## src/rtl/xor_descrambler.sv

```systemverilog
// Additive LFSR descrambler (x^16+x^14+x^13+x^11+1) with sync-word keystream realignment.
// Optional lock-loss detection after FRAME_LEN words without sync: define XOR_DESCR_RESYNC_EN.
module xor_descrambler #(
   parameter int               WIDTH     = 16,
   parameter logic [WIDTH-1:0] SEED      = 16'hACE1,
   parameter int               FRAME_LEN = 64
) (
   input  logic             clk,
   input  logic             rst_n,
   input  logic             s_valid,
   output logic             s_ready,
   input  logic [WIDTH-1:0] s_data,
   input  logic             s_sync,
   output logic             m_valid,
   input  logic             m_ready,
   output logic [WIDTH-1:0] m_data,
   output logic             m_sync,
   output logic             locked,
   output logic             lost
);

   // state | meaning
   // HUNT  | not aligned: non-sync words accepted and dropped, waiting for a sync word
   // RUN   | aligned: every accepted word is descrambled and emitted
   typedef enum logic [0:0] {HUNT, RUN} state_t;

   localparam logic [6:0] FRAME_TC = 7'(FRAME_LEN);

   state_t           state, state_nx;
   logic [WIDTH-1:0] lfsr, lfsr_nx;
   logic [6:0]       cnt, cnt_nx;
   logic             m_valid_nx, m_sync_nx, lost_nx;
   logic [WIDTH-1:0] m_data_nx;
   logic [WIDTH-1:0] key;
   logic             take, emit;

   function automatic logic [15:0] adv16(input logic [15:0] s);
      logic [15:0] r;
      logic        fb;
      r = s;
      for (int i = 0; i < 16; i++) begin
         fb = r[15] ^ r[13] ^ r[12] ^ r[10];
         r  = {r[14:0], fb};
      end
      return r;
   endfunction

   always_ff @(posedge clk or negedge rst_n) begin
      if (!rst_n) begin
         state   <= HUNT;
         lfsr    <= SEED;
         cnt     <= '0;
         m_valid <= 1'b0;
         m_data  <= '0;
         m_sync  <= 1'b0;
         lost    <= 1'b0;
      end else begin
         state   <= state_nx;
         lfsr    <= lfsr_nx;
         cnt     <= cnt_nx;
         m_valid <= m_valid_nx;
         m_data  <= m_data_nx;
         m_sync  <= m_sync_nx;
         lost    <= lost_nx;
      end
   end

   always_comb begin
      state_nx   = state;
      lfsr_nx    = lfsr;
      cnt_nx     = cnt;
      m_valid_nx = m_valid;
      m_data_nx  = m_data;
      m_sync_nx  = m_sync;
      lost_nx    = 1'b0;
      emit       = 1'b0;

      // HUNT never stalls the link: unaligned traffic is simply discarded
      s_ready = (state == HUNT) ? 1'b1 : (!m_valid || m_ready);
      take    = s_valid && s_ready;
      key     = s_sync ? SEED : lfsr;

      if (m_ready) m_valid_nx = 1'b0;

      case (state)
         HUNT: begin
            if (take && s_sync) begin
               emit     = 1'b1;
               state_nx = RUN;
            end
         end
         RUN: begin
            if (take) begin
               if (s_sync) begin
                  emit = 1'b1;
`ifdef XOR_DESCR_RESYNC_EN
               end else if (cnt == FRAME_TC) begin
                  state_nx = HUNT;
                  lost_nx  = 1'b1;
                  lfsr_nx  = SEED;
                  cnt_nx   = '0;
`endif
               end else begin
                  emit = 1'b1;
               end
            end
         end
         default: state_nx = HUNT;
      endcase

      if (emit) begin
         m_valid_nx = 1'b1;
         m_data_nx  = s_data ^ key;
         m_sync_nx  = s_sync;
         lfsr_nx    = adv16(key);
         // Saturates at FRAME_TC; with lock-loss enabled that value is never exceeded anyway
         if (s_sync)               cnt_nx = 7'd1;
         else if (cnt != FRAME_TC) cnt_nx = cnt + 7'd1;
      end
   end

   assign locked = (state == RUN);

endmodule

```

## config.mk

```make
export PLATFORM = sky130hd
export DESIGN_NAME = xor_descrambler
export DESIGN_NICKNAME = d
export VERILOG_FILES = /design/src/rtl/xor_descrambler.sv
export SDC_FILE = /design/constraint.sdc
export NUM_CORES = 1
export LEC_CHECK = 0
export ABC_CLOCK_PERIOD_IN_PS = 2900
export CORE_ASPECT_RATIO = 0.6
export CORE_MARGIN = 5
export CORE_UTILIZATION = 50
export CTS_BUF_LIST = sky130_fd_sc_hd__clkbuf_2 sky130_fd_sc_hd__clkbuf_4 sky130_fd_sc_hd__clkbuf_8
export CTS_CLUSTER_SIZE = 28
export DETAILED_ROUTE_END_ITERATION = 8
export PLACE_DENSITY_LB_ADDON = 0.12
export SKIP_CTS_REPAIR_TIMING = 1
export SYNTH_ARGS = -nofsm -noshare
export SYNTH_HDL_FRONTEND = slang
export SYNTH_SLANG_ARGS = --single-unit
```

## constraint.sdc

```tcl
create_clock -name clk -period 2.9 [get_ports clk]
set_clock_uncertainty 0.2 [all_clocks]
set_input_delay 0.58 -clock clk [delete_from_list [all_inputs] [get_ports clk]]
set_output_delay 0.58 -clock clk [all_outputs]
set_load 0.05 [all_outputs]
```

Yosys cells after proc, flatten, opt, wreduce, memory -nomap -nowiden
Cells that the tools add are included.
- flip-flop bits (word level): 35
- latch bits: 0
- memory bits (writable): 0
- ROM bits: 0
- output and inout bits: 21
- word-level logic and storage cells: 68
- memories kept: 0
- $add $sub $neg: 0
- multiply operators: 0
- divide/modulo/power cells: 0
- order comparisons: 0
- equality and inequality tests: 0
- shift-type cells: 0
- multiplexer cells: 8
- bitwise operators: 50
- reduce and logical (&&, ||, !) cells: 5
- operators by type and width (kind ; count):
    $xor 1x1->1 ; 48
    $mux 16 ; 1
    $xor 16x16->16 ; 1
    $mux 1 ; 6
    $logic_and 1x1->1 ; 2
    $pmux 1 s2 ; 1
    $reduce_bool 2->1 ; 1
    $logic_not 1->1 ; 1
    $logic_or 1x1->1 ; 1
    $not 1->1 ; 1

Depth between registers and ports, before layout
Gate-level depths: netlist of the first run.
- depth after elaboration: 8
- gate-level depth with buffers: 6

Worst setup path before layout of the first run
Ideal clock, no wire load.
- path kind: register to register
- start point: reg state, in the netlist locked
- end point: reg lfsr[1]
- setup time: 126 ps
- arrival time: 2196 ps
- path slack: 378 ps
- cell stages (with the launch flop): 6
- period minus slack after synthesis: 2522 ps
- path through: dfrtp_1 nand3b_1 o211ai_4 buf_2 nor4_1 a221o_1
- longest elaborated chain between the ends: 5
- ends and longest elaborated chain (element ; RTL line ; RTL):
    start, declared ; 29 ; state_t state, state_nx;
    start signal, assigned ; 58 ; state <= state_nx;
    $mux 1 (*) ; 79 ; s_ready = (state == HUNT) ? 1'b1 : (!m_valid || m_ready);
    named net s_ready ; 11 ; output logic s_ready,
    $logic_and 1x1->1 (*) ; 80 ; take = s_valid && s_ready;
    $logic_and 1x1->1 ; 87 ; if (take && s_sync) begin
    $mux 1 ; 87 ;
    $pmux 1 s2 (*) ; 85 ; case (state)
    end signal, assigned ; 59 ; lfsr <= lfsr_nx;
    end, declared ; 30 ; logic [WIDTH-1:0] lfsr, lfsr_nx;
The timed path passes the listed nets; every way through them passes the cells marked *.
A chain may end at the register's enable or synchronous reset.

Worst setup path after layout of the first run
- start point: reg state, in the netlist locked
- end point: out locked
- RTL lines (element ; RTL line ; RTL):
    end, declared ; 18 ; output logic locked,
No word-level cell between the ends.

==> results.ini, run 1 <==
[grt]
grt_pass1_vias=1443
grt_util_all_layers_pct=15.9
grt-ovfl-total=0
grt_pass1_wl_um=6780
grt_max_degree=37
antenna_found_initial=0

[synth]
ys.flop_type=dfrtp_1
ys_top_cells_by_area=dfrtp_1 (33%), xnor2_1 (12%), dfstp_2 (10%)
yosysSeqAreaShare_pct=42.9
yosysTopAreaCellShare_pct=32.7
netlist_area_um2=2070
syn-num-nets=237
ys_ff_latch=35
synthCells=216
yosysTopAreaCell=dfrtp_1
avgSynthCellArea_um2=9.57
synth_edf_count=0
postSynth.asyncResetShare_pct=100
synth.distinct_cells=34
synth_warnings=0

[route]
drcViolationCount=0
totalWireLength_um=4000
viasPerCell=5.09
firstDrtPassIters=4
drtAntennaViolNets=0
vias=1508
first_iter_violations=45
wire_per_inst_um=13.5

[cts]
clockRootBuffer=clkbuf_8
cts_tree=done
clockBufferDepth=2
numClockSinks=35
clock_latency_ns=0.28
htree_levels=2
clk_pin_slew_ns=0.07
cts_buffers=5

[hold_path]
hold-path-endpoint=m_data[3]
worstHoldStart=m_data[3]
hp-class=flop to flop
whs_path_depth=2

[sta]
period_share_pct=82.4
rsz0062_at_grt=false
timing.setup.tns_ns=0
setup_viol=0
clock.fmax_ghz=0.418
min_period_ns=2.39
finalMaxSlewViolations=0
worstMarginPinSlew_ns=0.714
maxSlewHeadroom_pct=52.1
finalHoldViolations=0

[cells_and_area]
fin_area_um2=2560
layoutNonFillerInstCount=296
drive_gt1_share_pct=11.0
finish.net_count=266
n_antenna_cell=0
syn_to_final_growth_pct=23.7

[critical_path]
r2r_slack_ns=0.84
crit_type=flop to primary output
max_stage_delay_ns=0.85
cp_data_required_time_ns=2.12
reg2reg_to=lfsr[6]
cp-end-kind=primary output
critPathLaunchType=flop
path_delay_family=buffers and inverters
rr_worst_depth=5
crit_path_cell_trace=clkdlybuf4s50_1
crit-reg2reg-launch=locked
cpMaxStageDelayCell=clkdlybuf4s50_1
critPathArrivalTime_ns=1.61
worstPathMaxFanout=6
path_buf_inv=1

[place]
dpl.cell_count=288
gp_congestion=0.799
placed_area_um2=2460
port_buffers=40
place_hpwl_um=2860

[floorplanning]
rows=18
dieArea_um2=5560
die_w_um=93.0
coreArea_um2=4050
die_height_um=59.8
io_pins=42
start_util_pct=51.0

[power_and_ir_drop]
power_frac_comb_pct=56.4
p_clk_share_pct=11.9
seqPwrFrac_pct=31.7
vdd_drop_max_uv=468
p_per_area_nw_per_um2=1170
power_leakage_nw=1.03
intPower_w=0.00169
swShare_pct=43.8
power.net_switching_w=0.00131

[job]
max-cap-violations=0

[status]
status=completed

power groups by stage:
stage               registers (W)  logic (W)  clock network (W)
floorplan                 0.00104    0.00126                  0
global placement         0.000956    0.00167                  0
detailed placement       0.000958    0.00169                  0
CTS                      0.000951    0.00171           0.000371
global route             0.000988    0.00185           0.000386
finish                   0.000950    0.00169           0.000357
sequential cells by signal (all words and copies together), names as in the netlist:
| name | flops |
|---|---|
| m_valid | 1 |
| locked | 1 |
| m_sync | 1 |
| lfsr | 16 |
| m_data | 16 |
metal layers:
layer,part of all wire [%],vias up,global-route usage [%]
met5,0,-,0
met4,1.5,0,5.64
met3,5.1,7,4.53
met2,42,32,23.1
met1,52,695,22.8
li1,-,774,-
worst max-delay path by stage:
stage / startpoint / slack [ns] / cells past startpoint / endpoint
after floorplan: locked / 0.38 / 5 / lfsr[1]
after global placement: m_ready / 0.32 / 6 / lfsr[6]
after detailed placement: m_ready / 0.26 / 6 / lfsr[6]
after CTS: locked / 0.50 / 1 / locked
after global routing: m_ready / 0.43 / 6 / lfsr[10]
final: locked / 0.51 / 1 / locked
layout make-up:
type,instances,area (um2)
fillers,348,1500
multi-input cells,157,1070
flip-flops and latches,35,886
repair buffers,44,440
clock buffers,8,91.3
well taps,50,62.6
inverters,2,7.51
metrics by stage:
stage          total power (W)  setup slack (ns)  util [%]  hold slack, ns
6_report               0.00300             0.510      63.1           0.282
5_1_grt                0.00323             0.430      63.1           0.310
4_1_cts                0.00303             0.504      63.1           0.289
3_5_place_dp           0.00265             0.261      60.8           0.274
3_3_place_gp           0.00262             0.316      60.8           0.268
2_1_floorplan          0.00230             0.378         -          0.0844
cells in the final DEF, fill, tap and decap left out, types with 2 or more instances in the layout:
master / n
a21oi_1: 7
xnor2_2: 2
clkbuf_8: 5
o21ai_1: 22
a221o_1: 5
nor3_1: 4
nor4_1: 5
a31oi_1: 2
nor2_1: 12
clkbuf_4: 3
xor2_1: 22
or2_2: 2
or4b_1: 2
nand2_1: 21
buf_4: 4
o22ai_1: 2
nor2b_1: 7
dfrtp_1: 27
clkdlybuf4s50_1: 39
dfstp_2: 8
xnor2_1: 29
inv_1: 2
cell families (layout without fill, tap and decap cells):
| family | Yosys count | after routing | synth area share [%] |
|---|---|---|---|
| AND/OR/NAND/NOR | 57 | 57 | 13.5 |
| buffers and inverters | 24 | 54 | 5.45 |
| flip-flops | 35 | 35 | 42.9 |
| AO/OA/AOI/OAI | 45 | 45 | 14.0 |
| other | 1 | 1 | 0.181 |
| XOR/XNOR | 54 | 54 | 24.0 |
cells in the mapped netlist (2+ instances only):
master,instances
xnor2_1,29
dfrtp_1,27
o21ai_1,22
xor2_1,22
nand2_1,21
nor2_1,12
clkbuf_1,10
buf_2,9
dfstp_2,8
a21oi_1,7
nor2b_1,7
a221o_1,5
nor4_1,5
nor3_1,4
buf_4,3
a31oi_1,2
inv_1,2
o22ai_1,2
or2_2,2
or4b_1,2
xnor2_2,2
No activity file was read; power rests on OpenSTA's default activity.
==> run 2: changes to the inputs <==
--- a/config.mk
+++ b/config.mk
@@ -5,10 +5,10 @@
 export SDC_FILE = /design/constraint.sdc
 export NUM_CORES = 1
 export LEC_CHECK = 0
-export ABC_CLOCK_PERIOD_IN_PS = 2900
+export ABC_CLOCK_PERIOD_IN_PS = 2000
 export CORE_ASPECT_RATIO = 0.6
 export CORE_MARGIN = 5
-export CORE_UTILIZATION = 50
+export CORE_UTILIZATION = 48
 export CTS_BUF_LIST = sky130_fd_sc_hd__clkbuf_2 sky130_fd_sc_hd__clkbuf_4 sky130_fd_sc_hd__clkbuf_8
 export CTS_CLUSTER_SIZE = 28
 export DETAILED_ROUTE_END_ITERATION = 8
==> constraint.sdc (replaced) <==
create_clock -name clk -period 2 [get_ports clk]
set_clock_uncertainty 0.2 [all_clocks]
set_input_delay 0.4 -clock clk [delete_from_list [all_inputs] [get_ports clk]]
set_output_delay 0.4 -clock clk [all_outputs]
set_load 0.05 [all_outputs]
==> results.ini, run 2 (synthesis results as in run 1) <==
[status]
status=completed

[sta]
period_share_pct=94.1
min_period_ns=1.88
rsz0062_at_grt=false
timing.setup.tns_ns=0  ; unchanged
finalHoldViolations=0  ; unchanged
finalMaxSlewViolations=0  ; unchanged
clock.fmax_ghz=0.532
setup_viol=0  ; unchanged

[cells_and_area]
multi_input_area_um2=1080  ; +1.3%
final_core_util_pct=65.5  ; +2.4 points
finish.net_count=286  ; +7.5%
nFillCells=363  ; +4.3%
drive_gt1_share_pct=26.3  ; +15 points
top_regs=lfsr x16, m_data x16
layout_common_cells=buf_4 (41), xnor2_1 (29), dfrtp_1 (25)
final_common_cell=buf_4
register_area_um2=888  ; +0.28%
syn_to_final_growth_pct=31.2
n_antenna_cell=0  ; unchanged

[critical_path]
rr_worst_depth=5  ; unchanged
crit_cells=4  ; +3
path_buf_inv=3  ; +2
cpMaxStageDelayCell=clkdlybuf4s50_1
worstPathMaxFanout=2  ; -4
crit_path_cell_trace=clkdlybuf4s50_1 -> nand3b_1 -> buf_4 -> buf_12
startpoint=m_ready
crit-reg2reg-launch=lfsr[7]
cp_data_required_time_ns=1.40  ; -0.72 ns
reg2reg_to=lfsr[10]
crit_type=input port to primary output
max_stage_delay_ns=0.41  ; -0.44 ns
path_delay_family=buffers and inverters
critPathLaunchType=input port
critPathArrivalTime_ns=1.28  ; -0.33 ns
cp-endpoint=s_ready
cp-end-kind=primary output
r2r_slack_ns=0.13  ; -0.71 ns

[power_and_ir_drop]
power_leakage_nw=1.15  ; +12%
p_per_area_nw_per_um2=1670  ; +42%
finalPower_w=0.00454  ; +51%
vdd_drop_max_uv=734  ; +57%

[cts]
numClockSinks=35  ; unchanged
cts_tree=done
htree_levels=2  ; unchanged
clockBufferDepth=2  ; unchanged
clockRootBuffer=clkbuf_8
cts_buffers=5  ; unchanged
clk_pin_slew_ns=0.06  ; about the same
clock_latency_ns=0.29  ; about the same

[route]
viasPerCell=5.02  ; -1.4%
wire_per_inst_um=13.9  ; +2.8%
drcViolationCount=0  ; unchanged
totalWireLength_um=4530  ; +13%
vias=1637  ; +8.6%
first_iter_violations=72  ; +60%
firstDrtPassIters=4  ; unchanged
drtAntennaViolNets=0  ; unchanged

[grt]
grt_pass1_vias=1584  ; +9.8%
grt_max_degree=36  ; -2.7%
grt-ovfl-total=0  ; unchanged
grt_pass1_wl_um=7510  ; +11%
antenna_found_initial=0  ; unchanged
grt_util_all_layers_pct=17.7  ; +1.8 points

[job]
max-cap-violations=0  ; unchanged

[floorplanning]
die_w_um=94.7  ; +1.8%
rows=18  ; unchanged
die_height_um=60.8  ; +1.7%
coreArea_um2=4140  ; +2.2%
dieArea_um2=5760  ; +3.6%
io_pins=42  ; unchanged
start_util_pct=49.9  ; -1.1 points

[hold_path]
whs_path_depth=2  ; unchanged
hp-class=flop to flop

[place]
gp_congestion=0.790  ; -1.1%
port_buffers=40  ; unchanged
place_hpwl_um=3460  ; +21%

-- run 2: cell types whose count changed in the layout (fill, tap and decap cells not counted) --
| cell | before | now |
|---|---|---|
| dfrtp_1 | 27 | 25 |
| nor4_1 | 5 | 4 |
| buf_12 | 1 | 3 |
| nor4_2 | 0 | 1 |
| xor2_1 | 22 | 21 |
| dfrtp_2 | 0 | 2 |
| xor2_2 | 1 | 2 |
| buf_4 | 4 | 41 |
| clkdlybuf4s50_1 | 39 | 20 |
-- run 2: final cells by class --
type                            instances  share of cell area [%]
Multi-Input combinational cell        157                    39.9
Sequential cell                        35                    32.7
Timing Repair Buffer                   64                    20.9
Clock buffer                            8                    3.37
Tap cell                               60                    2.77
Inverter                                2                   0.277
-- run 2: worst min-delay path, stage by stage (launching register included) --
cell and delay [ns]:
dfrtp_1 0.34, nand2_1 0.05, o21ai_1 0.06
-- run 2: worst min-delay path by stage --
stage               startpoint          to
floorplan                rst_n    lfsr[12]
global placement     m_data[0]   m_data[0]
detailed placement   m_data[6]   m_data[6]
CTS                      rst_n     m_valid
global route             rst_n  m_data[13]
finish               m_data[6]   m_data[6]
-- run 2: stage by stage --
step | instances | cell area [um2] | hold WS, ns | setup slack (ns)
2_1_floorplan | 216 | 2090 | -0.0956 | -0.271
3_3_place_gp | 317 | 2610 | 0.271 | -0.107
3_5_place_dp | 317 | 2610 | 0.278 | -0.149
5_1_grt | 326 | 2710 | 0.295 | 0.0389
6_report | 326 | 2710 | 0.284 | 0.119
4_1_cts | 325 | 2700 | 0.284 | -0.00209
-- run 2: power breakdown --
part | switching, W | internal (W) | total, W
Sequential | 0.000333 | 0.00102 | 0.00135
Clock | 0.000244 | 0.000288 | 0.000532
Combinational | 0.00146 | 0.00120 | 0.00266
Total | 0.00204 | 0.00250 | 0.00454
-- run 2: metal layers --
layer | GRT usage, % | share of wire (%) | vias up
met5 | 0 | 0 | -
met4 | 7.39 | 1.7 | 0
met3 | 4.46 | 5.7 | 9
met2 | 25.8 | 44 | 38
met1 | 25.4 | 49 | 778
li1 | - | - | 812
